File: config.mk
export PLATFORM = sky130hd
export DESIGN_NAME = gol_board_state
export DESIGN_NICKNAME = d
export VERILOG_FILES = /design/src/rtl/gol_pkg.sv /design/src/rtl/gol_bank.sv /design/src/rtl/gol_board_state.sv
export SDC_FILE = /design/constraint.sdc
export NUM_CORES = 1
export LEC_CHECK = 0
export BUFFER_PORTS_ARGS = -buffer_cell sky130_fd_sc_hd__buf_2
export CAP_MARGIN = 10
export CORE_MARGIN = 1.5
export CORE_UTILIZATION = 30
export CTS_BUF_LIST = sky130_fd_sc_hd__clkbuf_4 sky130_fd_sc_hd__clkbuf_8 sky130_fd_sc_hd__clkbuf_16
export CTS_CLUSTER_DIAMETER = 40
export CTS_CLUSTER_SIZE = 14
export DETAILED_ROUTE_END_ITERATION = 16
export GPL_TIMING_DRIVEN = 0
export PLACE_DENSITY = 0.54
export RECOVER_POWER = 50
export SLEW_MARGIN = 0
export SYNTH_ARGS = -nofsm -noshare
export SYNTH_HDL_FRONTEND = slang
export SYNTH_SLANG_ARGS = --single-unit
File: constraint.sdc
create_clock -name clk -period 6.4 [get_ports clk]
set_input_delay 1.6 -clock clk [delete_from_list [all_inputs] [get_ports clk]]
set_output_delay 1.6 -clock clk [all_outputs]
set_load 0.02 [all_outputs]
File: src/rtl/gol_pkg.sv
// Shared types, default sizes and neighbour-row index helpers for the
// Game of Life board store.
// Optional build macro: GOL_TORUS_EN (rows wrap top-to-bottom when defined,
// dead boundary rows otherwise).
package gol_pkg;

    localparam int DEFAULT_WIDTH = 8;
    localparam int DEFAULT_ROWS  = 8;

    typedef logic [DEFAULT_WIDTH-1:0] row_t;

    // Neighbour lookup result: valid = 0 means "read as dead row".
    typedef struct packed {
        logic        valid;
        logic [31:0] idx;
    } nbr_t;

    // Row above the centre row (or none / wrapped, depending on build).
    function automatic nbr_t prev_row(input logic [31:0] ra, input logic [31:0] rows);
        nbr_t n;
        n.valid = 1'b0;
        n.idx   = '0;
        if (ra < rows) begin
            if (ra != 32'd0) begin
                n.valid = 1'b1;
                n.idx   = ra - 32'd1;
            end
`ifdef GOL_TORUS_EN
            else begin
                n.valid = 1'b1;
                n.idx   = rows - 32'd1;
            end
`endif
        end
        return n;
    endfunction

    // Row below the centre row (or none / wrapped, depending on build).
    function automatic nbr_t next_row(input logic [31:0] ra, input logic [31:0] rows);
        nbr_t n;
        n.valid = 1'b0;
        n.idx   = '0;
        if (ra < rows) begin
            if ((ra + 32'd1) < rows) begin
                n.valid = 1'b1;
                n.idx   = ra + 32'd1;
            end
`ifdef GOL_TORUS_EN
            else begin
                n.valid = 1'b1;
                n.idx   = 32'd0;
            end
`endif
        end
        return n;
    endfunction

endpackage

File: src/rtl/gol_bank.sv
// One ROWS x WIDTH board bank: single write port, three combinational
// neighbour read ports, a compare port used to detect changed rows, and an
// all-zero detect. Out-of-range addresses are ignored on write and read 0.
// Boundary behaviour follows GOL_TORUS_EN through the gol_pkg helpers.
import gol_pkg::*;

module gol_bank #(
    parameter int WIDTH   = DEFAULT_WIDTH,
    parameter int ROWS    = DEFAULT_ROWS,
    parameter int REGBITS = $clog2(ROWS)
) (
    input  logic               clk,
    input  logic               rst_n,
    input  logic               we,
    input  logic [REGBITS-1:0] wa,
    input  logic [WIDTH-1:0]   wd,
    input  logic [REGBITS-1:0] ra,
    output logic [WIDTH-1:0]   rd_above,
    output logic [WIDTH-1:0]   rd_cur,
    output logic [WIDTH-1:0]   rd_below,
    input  logic [REGBITS-1:0] cmp_addr,
    input  logic [WIDTH-1:0]   cmp_data,
    output logic               cmp_ne,
    output logic               zero
);

    logic [WIDTH-1:0] r_mem [ROWS];
    nbr_t             w_above_n;
    nbr_t             w_below_n;
    logic [WIDTH-1:0] w_cmp_row;
    logic [WIDTH-1:0] w_any;

    // Row storage; writes to addresses beyond ROWS-1 match no row and are dropped.
    always_ff @(posedge clk or negedge rst_n) begin
        if (!rst_n) begin
            for (int i = 0; i < ROWS; i++) begin
                r_mem[i] <= '0;
            end
        end else if (we) begin
            for (int i = 0; i < ROWS; i++) begin
                if (32'(wa) == 32'(i)) begin
                    r_mem[i] <= wd;
                end
            end
        end
    end

    // Combinational read muxes, compare-row fetch and OR-reduction of all rows.
    always_comb begin
        w_above_n = prev_row(32'(ra), 32'(ROWS));
        w_below_n = next_row(32'(ra), 32'(ROWS));
        rd_above  = '0;
        rd_cur    = '0;
        rd_below  = '0;
        w_cmp_row = '0;
        w_any     = '0;
        for (int i = 0; i < ROWS; i++) begin
            if (w_above_n.valid && (w_above_n.idx == 32'(i))) rd_above = r_mem[i];
            if (32'(ra) == 32'(i))                           rd_cur   = r_mem[i];
            if (w_below_n.valid && (w_below_n.idx == 32'(i))) rd_below = r_mem[i];
            if (32'(cmp_addr) == 32'(i))                     w_cmp_row = r_mem[i];
            w_any = w_any | r_mem[i];
        end
    end

    assign cmp_ne = (w_cmp_row != cmp_data);
    assign zero   = ~|w_any;

endmodule

File: src/rtl/gol_board_state.sv
// Double-buffered Game of Life board store. The current bank serves the
// neighbour read ports and seed loads; the shadow bank collects the next
// generation. A qualified commit swaps the banks in one cycle and updates
// generation count and stability.
// Optional build macro: GOL_TORUS_EN (toroidal row wrap on rd_above/rd_below).
import gol_pkg::*;

module gol_board_state #(
    parameter int WIDTH   = DEFAULT_WIDTH,
    parameter int ROWS    = DEFAULT_ROWS,
    parameter int REGBITS = $clog2(ROWS),
    parameter int GENBITS = 16
) (
    input  logic               clk,
    input  logic               rst_n,
    input  logic               load_en,
    input  logic [REGBITS-1:0] load_addr,
    input  logic [WIDTH-1:0]   load_data,
    input  logic               we,
    input  logic [REGBITS-1:0] wa,
    input  logic [WIDTH-1:0]   wd,
    input  logic               commit,
    input  logic [REGBITS-1:0] ra,
    output logic [WIDTH-1:0]   rd_above,
    output logic [WIDTH-1:0]   rd_cur,
    output logic [WIDTH-1:0]   rd_below,
    output logic               commit_ready,
    output logic               commit_ack,
    output logic [GENBITS-1:0] gen_count,
    output logic               stable,
    output logic               all_dead
);

    // r_bank_sel = 0: bank 0 is current, bank 1 is shadow; 1: the reverse.
    logic               r_bank_sel;
    logic [ROWS-1:0]    r_written;
    logic [ROWS-1:0]    r_diff;
    logic [GENBITS-1:0] r_gen;
    logic               r_stable;
    logic               r_ack;

    logic               w_b0_we, w_b1_we;
    logic [REGBITS-1:0] w_b0_wa, w_b1_wa;
    logic [WIDTH-1:0]   w_b0_wd, w_b1_wd;
    logic [WIDTH-1:0]   w_b0_above, w_b0_cur, w_b0_below;
    logic [WIDTH-1:0]   w_b1_above, w_b1_cur, w_b1_below;
    logic               w_b0_cmp_ne, w_b1_cmp_ne;
    logic               w_b0_zero, w_b1_zero;
    logic               w_cur_cmp_ne;
    logic [ROWS-1:0]    w_written_nx;
    logic [ROWS-1:0]    w_diff_nx;
    logic               w_take;

    // Seed loads go to the current bank, next-generation writes to the shadow.
    assign w_b0_we = r_bank_sel ? we        : load_en;
    assign w_b0_wa = r_bank_sel ? wa        : load_addr;
    assign w_b0_wd = r_bank_sel ? wd        : load_data;
    assign w_b1_we = r_bank_sel ? load_en   : we;
    assign w_b1_wa = r_bank_sel ? load_addr : wa;
    assign w_b1_wd = r_bank_sel ? load_data : wd;

    gol_bank #(
        .WIDTH   (WIDTH),
        .ROWS    (ROWS),
        .REGBITS (REGBITS)
    ) u_bank0 (
        .clk      (clk),
        .rst_n    (rst_n),
        .we       (w_b0_we),
        .wa       (w_b0_wa),
        .wd       (w_b0_wd),
        .ra       (ra),
        .rd_above (w_b0_above),
        .rd_cur   (w_b0_cur),
        .rd_below (w_b0_below),
        .cmp_addr (wa),
        .cmp_data (wd),
        .cmp_ne   (w_b0_cmp_ne),
        .zero     (w_b0_zero)
    );

    gol_bank #(
        .WIDTH   (WIDTH),
        .ROWS    (ROWS),
        .REGBITS (REGBITS)
    ) u_bank1 (
        .clk      (clk),
        .rst_n    (rst_n),
        .we       (w_b1_we),
        .wa       (w_b1_wa),
        .wd       (w_b1_wd),
        .ra       (ra),
        .rd_above (w_b1_above),
        .rd_cur   (w_b1_cur),
        .rd_below (w_b1_below),
        .cmp_addr (wa),
        .cmp_data (wd),
        .cmp_ne   (w_b1_cmp_ne),
        .zero     (w_b1_zero)
    );

    // Reads and change detection always come from the current bank.
    assign rd_above     = r_bank_sel ? w_b1_above  : w_b0_above;
    assign rd_cur       = r_bank_sel ? w_b1_cur    : w_b0_cur;
    assign rd_below     = r_bank_sel ? w_b1_below  : w_b0_below;
    assign all_dead     = r_bank_sel ? w_b1_zero   : w_b0_zero;
    assign w_cur_cmp_ne = r_bank_sel ? w_b1_cmp_ne : w_b0_cmp_ne;

    // Masks with this cycle's next-gen write merged in (rewrites replace the diff bit).
    always_comb begin
        w_written_nx = r_written;
        w_diff_nx    = r_diff;
        if (we) begin
            for (int i = 0; i < ROWS; i++) begin
                if (32'(wa) == 32'(i)) begin
                    w_written_nx[i] = 1'b1;
                    w_diff_nx[i]    = w_cur_cmp_ne;
                end
            end
        end
    end

    // Commit handshake: commit is a request, commit_ready says every row has
    // been written; the swap is taken when the request meets readiness (with
    // any same-cycle write counted) and no seed load is in progress.
    assign w_take       = commit && (&w_written_nx) && !load_en;
    assign commit_ready = &r_written;

    // Bank select, masks, generation counter, stability and the ack pulse.
    always_ff @(posedge clk or negedge rst_n) begin
        if (!rst_n) begin
            r_bank_sel <= 1'b0;
            r_written  <= '0;
            r_diff     <= '0;
            r_gen      <= '0;
            r_stable   <= 1'b0;
            r_ack      <= 1'b0;
        end else if (load_en) begin
            r_written  <= '0;
            r_diff     <= '0;
            r_gen      <= '0;
            r_stable   <= 1'b0;
            r_ack      <= 1'b0;
        end else if (w_take) begin
            r_bank_sel <= ~r_bank_sel;
            r_written  <= '0;
            r_diff     <= '0;
            r_gen      <= r_gen + 1'b1;
            r_stable   <= ~|w_diff_nx;
            r_ack      <= 1'b1;
        end else begin
            r_written  <= w_written_nx;
            r_diff     <= w_diff_nx;
            r_ack      <= 1'b0;
        end
    end

    assign commit_ack = r_ack;
    assign gen_count  = r_gen;
    assign stable     = r_stable;

endmodule

* Word level (Yosys, flattened, before mapping) *
Cells that the tools add are included.

word-level totals
  bits in registers = 163
  output and inout bits = 44
  word-level logic and storage cells = 243

operators by class
  bitwise gates (word level) = 16
  multiplexer cells = 105
  $lt $le $gt $ge = 1
  reduce and logical (&&, ||, !) cells = 52
  add/subtract/negate cells = 3
  eq/ne operators = 44

operators with widths
  operator                                                     count
  two-way mux 8 bit                                            75
  equality test 32 x 3 -> 1 bit, second input constant         8
  equality test 32 x 2 -> 1 bit, second input constant         4
  bitwise OR 8 bit                                             14
  two-way mux 33 bit                                           2
  equality test 32 x 1 -> 1 bit, second input constant         2
  zero test 32 bit                                             2
  equality test 3 bit, second input constant                   16
  AND reduction 2 bit                                          17
  less-than comparator 32 x 4 -> 1 bit, second input constant  1
  two-way mux 16 bit                                           2
  equality test 3 x 2 -> 1 bit, second input constant          8
  two-way mux 1 bit                                            24
  OR reduction 8 bit                                           3
  logical AND 1 bit                                            18
  adder 16 x 1 -> 16 bit, second input constant                1
  != test 8 bit                                                2
  AND reduction 8 bit                                          2
  equality test 3 x 1 -> 1 bit, second input constant          4
  zero test 3 bit                                              4
  two-way mux 3 bit                                            2
  adder 3 x 1 -> 4 bit, second input constant                  1
  zero test 1 bit                                              4
  subtractor 3 x 1 -> 4 bit, second input constant             1
  other kinds (3)                                              4

* Logic depth before layout (Yosys ltp) *
  depth in word-level cells = 17
  gate-level depth with buffers = 16
  depth with buffers taken out = 12

* Hierarchy *
From an unflattened synthesis, not the netlist that was laid out.

second synthesis, totals
  cells, all modules = 1208
  area total of the unflattened synthesis = 12368.1 µm²

modules (own cells, without submodules)
  module           instances  area each (µm²)  cells an instance
  gol_bank         2          4906.0           464
  gol_board_state  1          2556.2           280

* Worst setup path before layout *
No wires, ideal clock.

  kind = input -> output
  from = in ra[0]
  to = out rd_above[6]
  arrival = 4269 ps
  slack = 531 ps
  path buffers = 3
  required time = 4800 ps
  stages on the path = 13
  cells stage by stage = clkbuf_1 inv_1 ha_1 ha_1 clkbuf_1 nor3_1 clkbuf_1 a221o_1 o21ai_0 a31oi_1 a21oi_1 o21a_1 a31oi_1

on the way
  word-level cells in the longest chain between the ends = 13

RTL lines
  element                                                          line                          RTL
  from (decl)                                                      gol_board_state.sv:23         input logic [REGBITS-1:0] ra,
  subtractor 3 x 1 -> 4 bit or nonzero test 3 bit (tied branches)  gol_pkg.sv:26, gol_pkg.sv:24
  two-way mux 33 bit *                                             gol_pkg.sv:24                 if (ra != 32'd0) begin
  zero test 32 bit                                                 gol_bank.sv:58                if (w_above_n.valid && (w_above_n.idx == 32'(i))) rd_above = r_mem[i];
  logical AND 1 bit                                                gol_bank.sv:58
  two-way mux 8 bit (8 in a row)                                   gol_bank.sv:58
  two-way mux 8 bit *                                              gol_board_state.sv:103        assign rd_above = r_bank_sel ? w_b1_above : w_b0_above;
  to (decl)                                                        gol_board_state.sv:24         output logic [WIDTH-1:0] rd_above,

Every way passes the cells marked *; elsewhere a longest branch is shown, timed or not.

* Worst setup path in the final report *
  from = in ra[2]
  to = out rd_below[0]

on the way
  word-level cells in the longest chain between the ends = 14

RTL lines
  element                               line                          RTL
  adder 3 x 1 -> 4 bit *                gol_pkg.sv:44, gol_pkg.sv:46
  less-than comparator 32 x 4 -> 1 bit  gol_pkg.sv:44                 if ((ra + 32'd1) < rows) begin
  two-way mux 33 bit *                  gol_pkg.sv:44
  zero test 32 bit                      gol_bank.sv:60                if (w_below_n.valid && (w_below_n.idx == 32'(i))) rd_below = r_mem[i];
  logical AND 1 bit                     gol_bank.sv:60
  two-way mux 8 bit (8 in a row)        gol_bank.sv:60
  two-way mux 8 bit *                   gol_board_state.sv:105        assign rd_below = r_bank_sel ? w_b1_below : w_b0_below;
  to (decl)                             gol_board_state.sv:26         output logic [WIDTH-1:0] rd_below,

Marks and branches as above.

==> impl_metrics.ini <==
[power_and_ir_drop]
clkPwrFrac_pct = 29.3
swShare_pct = 42.4
internal_power_w = 0.00209
p_leak_nw = 5.25
peakVddDrop_uv = 186
finalPower_w = 0.00362
switchingPower_w = 0.00153
comb_power_share_pct = 24.1
power-per-cell-area_nw_per_um2 = 273
seqPwrFrac_pct = 46.6

[hold_path]
hold_depth = 2
hp-class = register to register

[detailed_routing]
routedWlPerCell_um = 27.9
route.detailed.drc = 0
routed_wl_mm = 57.0
first_iter_violations = 1507
drt-vias-per-instance = 6.17
drt_pass1_iterations = 6
ant_nets = 0
vias = 12606

[clock_tree]
cts_tree = built
cts_root_buf = clkbuf_16
cts_buffers = 17
cts.path.max_buffers = 2
h-tree-depth = 4
postCtsHoldBufs = 0
clkLatencyLatePin_ps = 470
clkSinkCount = 163
cts.clk_slew.worst_paths_ps = 80

[final_layout]
layoutNonFillerInstCount = 2043
stdcell_area_um2 = 13300
drive_gt1_share_pct = 12.1
finalNetCount = 1559
syn2layout_area_growth_pct = 15.2

[setup_path]
worstPathRequired_ps = 4800
arrival_ps = 4740
worst_r2r_path_depth = 7
worstSetupPathType = primary input to output port
crit_slowest_cell = clkbuf_1
cp_slowest_stage_delay_ps = 540
crit_fanout = 10
endpoint_kind = output port
startpoint_type = primary input
path_cells = buf_2 -> buf_4 -> inv_1 -> ha_2 -> and3_1 -> clkbuf_1 -> clkbuf_1 -> a211oi_1 -> a221oi_1 -> a21oi_1 -> nor3_1 -> o22ai_1 -> buf_2

[sta]
max_freq_mhz = 158
clock_skew_ps = 12.5
fin_crit_ps = 6340
slew_headroom_pct = -159
fin_ws_ps = 56.2
finalCritPeriodShare_pct = 99.1
rsz0062_at_grt = true
drv_slew = 73
setup_viol = 0
tightest_slew_ps = 3880
hold_viol_final = 0

[flow_run]
drv_cap = 1

[die]
start_util_pct = 30.5
dieArea_um2 = 39600
rows = 71
dieWidth_um = 199
coreArea_um2 = 37800
die_y_um = 199
ios = 74

[yosys]
ys_seq_elements = 163
yosys_warnings = 0
synth_cell_type_count = 70
avgSynthCellArea_um2 = 8.11
synth.yosys.seq_area_share_pct = 35.4
syn-cell-area_um2 = 11500
postSynthCellCount = 1420
synth-edff-count = 0
ys.flop_type = dfrtp_1
synth_nets = 1461
ys_async_sr_fraction_pct = 100

[run_status]
outcome = complete, but fails checks
violations = max-capacitance violations, max-slew violations

[global_route]
grt_usage_pct = 29.4
antenna_found_initial = 2
overflow = 0
met2_usage_pct = 42.9
met3_usage_pct = 6.77
busiest_layer = met2
grt_util_met1_pct = 41.3
grt_pass1_wl_mm = 83.2
grt_max_degree = 93
grt_pass1_vias = 12004

[placed_design]
dp.cells = 2009
dp_hpwl_mm = 42.8
place.gp.congestion = 1.02
postPlaceCellArea_um2 = 12600
io_buffers = 73
dp_slack_ps = -645
-- synthesized netlist by cell type, types with 24 or more instances --
cell      instances  share of area [%]
a211oi_1         24                1.6
dfrtp_1         163                 35
nor4_1           33                1.8
a31oi_1          28                1.5
a22oi_1          37                2.4
nand2_1         159                5.2
nor2_1          176                5.7
a21oi_1         155                6.7
clkbuf_1         85                2.8
mux2i_1          51                4.4
o21ai_0         149                6.5
nand3_1          32                1.4
-- sequential cells by signal (all words and copies together), names as in the netlist --
signal	flops
u_bank0.r_mem	64
u_bank1.r_mem	64
gen_count	16
r_diff	8
r_written	8
commit_ack	1
r_bank_sel	1
stable	1
-- area by class of cell --
class	count	area (µm²)
flip-flops and latches	163	4080
multi-input cells	1132	6950
clock inverters	15	168
inverters	10	37.5
well taps	511	639
fillers	3983	24500
plain buffers	111	551
diodes	1	2.50
repair buffers	83	415
clock buffers	17	425
-- logic make-up after synthesis --
group / synth area share [%]
AOI/OAI and AO/OA: 28.7
and+or+nand+nor: 19.9
buffers and inverters: 4.88
DFF: 35.4
muxes: 8.80
xor gates and xnor gates: 1.06
adders and majority gates: 1.20
-- critical path: cells and delay by family --
kind	cells	cell delay [ps]
buffers and inverters	6	1550
and+or+nand+nor	2	440
AOI/OAI and AO/OA	4	710
adders and majority gates	1	430
-- through the flow --
stage | hold slack [ps] | TNS (ps) | util [%]
6_report | 518 | 0 | 35.1
5_1_grt | 567 | -48.0 | 35.1
4_1_cts | 522 | 0 | 35.1
3_5_place_dp | 501 | -9310 | 33.3
3_3_place_gp | 498 | -9600 | 33.2
2_1_floorplan | 479 | 0 | -
-- layout by cell type (no fill, tap or decap), drive strengths merged, types with 4 or more instances in the layout --
| cell type | n |
|---|---|
| o21a | 6 |
| a2111oi | 4 |
| a211oi | 24 |
| a31oi | 28 |
| buf | 90 |
| nand3b | 5 |
| o21ai | 152 |
| and2 | 9 |
| a221o | 22 |
| a211o | 8 |
| mux2i | 51 |
| nor2b | 18 |
| and3 | 10 |
| clkbuf | 121 |
| dfrtp | 163 |
| mux2 | 7 |
| o22ai | 19 |
| or3 | 10 |
| o211ai | 18 |
| nand2b | 18 |
| xnor2 | 11 |
| nor4 | 33 |
| nand2 | 159 |
| a311o | 7 |
| nand3 | 32 |
| inv | 18 |
| mux4 | 18 |
| a311oi | 15 |
| ha | 11 |
| nor2 | 177 |
| a22oi | 37 |
| a221oi | 17 |
| nor3 | 10 |
| nand4 | 9 |
| a21oi | 155 |
| clkinv | 5 |
-- power by group through the flow --
stage	combinational [W]	sequential (W)	clock [W]
floorplan	0.000571	0.00139	0
global placement	0.000825	0.00166	0
detailed placement	0.000841	0.00166	0
CTS	0.000850	0.00164	0.00108
global route	0.000951	0.00167	0.00113
finish	0.000872	0.00169	0.00106
-- repair_timing --
item / CTS / global route
resized for setup: 25 / 39
setup buffers: 4 / 0
endpoints found under the setup margin: 23 / 22
pin swaps: 0 / 1
-- worst paths after layout --
path,start,endpoint,slack [ps]
min,r_written[6],r_written[6],520
min reg2reg,r_written[6],r_written[6],520
min in group asynchronous,rst_n,u_bank0.r_mem[3],2460
max in group asynchronous,rst_n,gen_count[15],910
max,ra[2],rd_below[0],60
max reg2reg,r_bank_sel,u_bank1.r_mem[47],2540
-- metal layers --
metal | vias to the layer above | wire length, µm
met4 | 4 | 2180
li1 | 5493 | -
met5 | - | 27
met1 | 6151 | 24800
met3 | 130 | 5940
met2 | 828 | 24100
No activity file was read; power rests on OpenSTA's default activity.
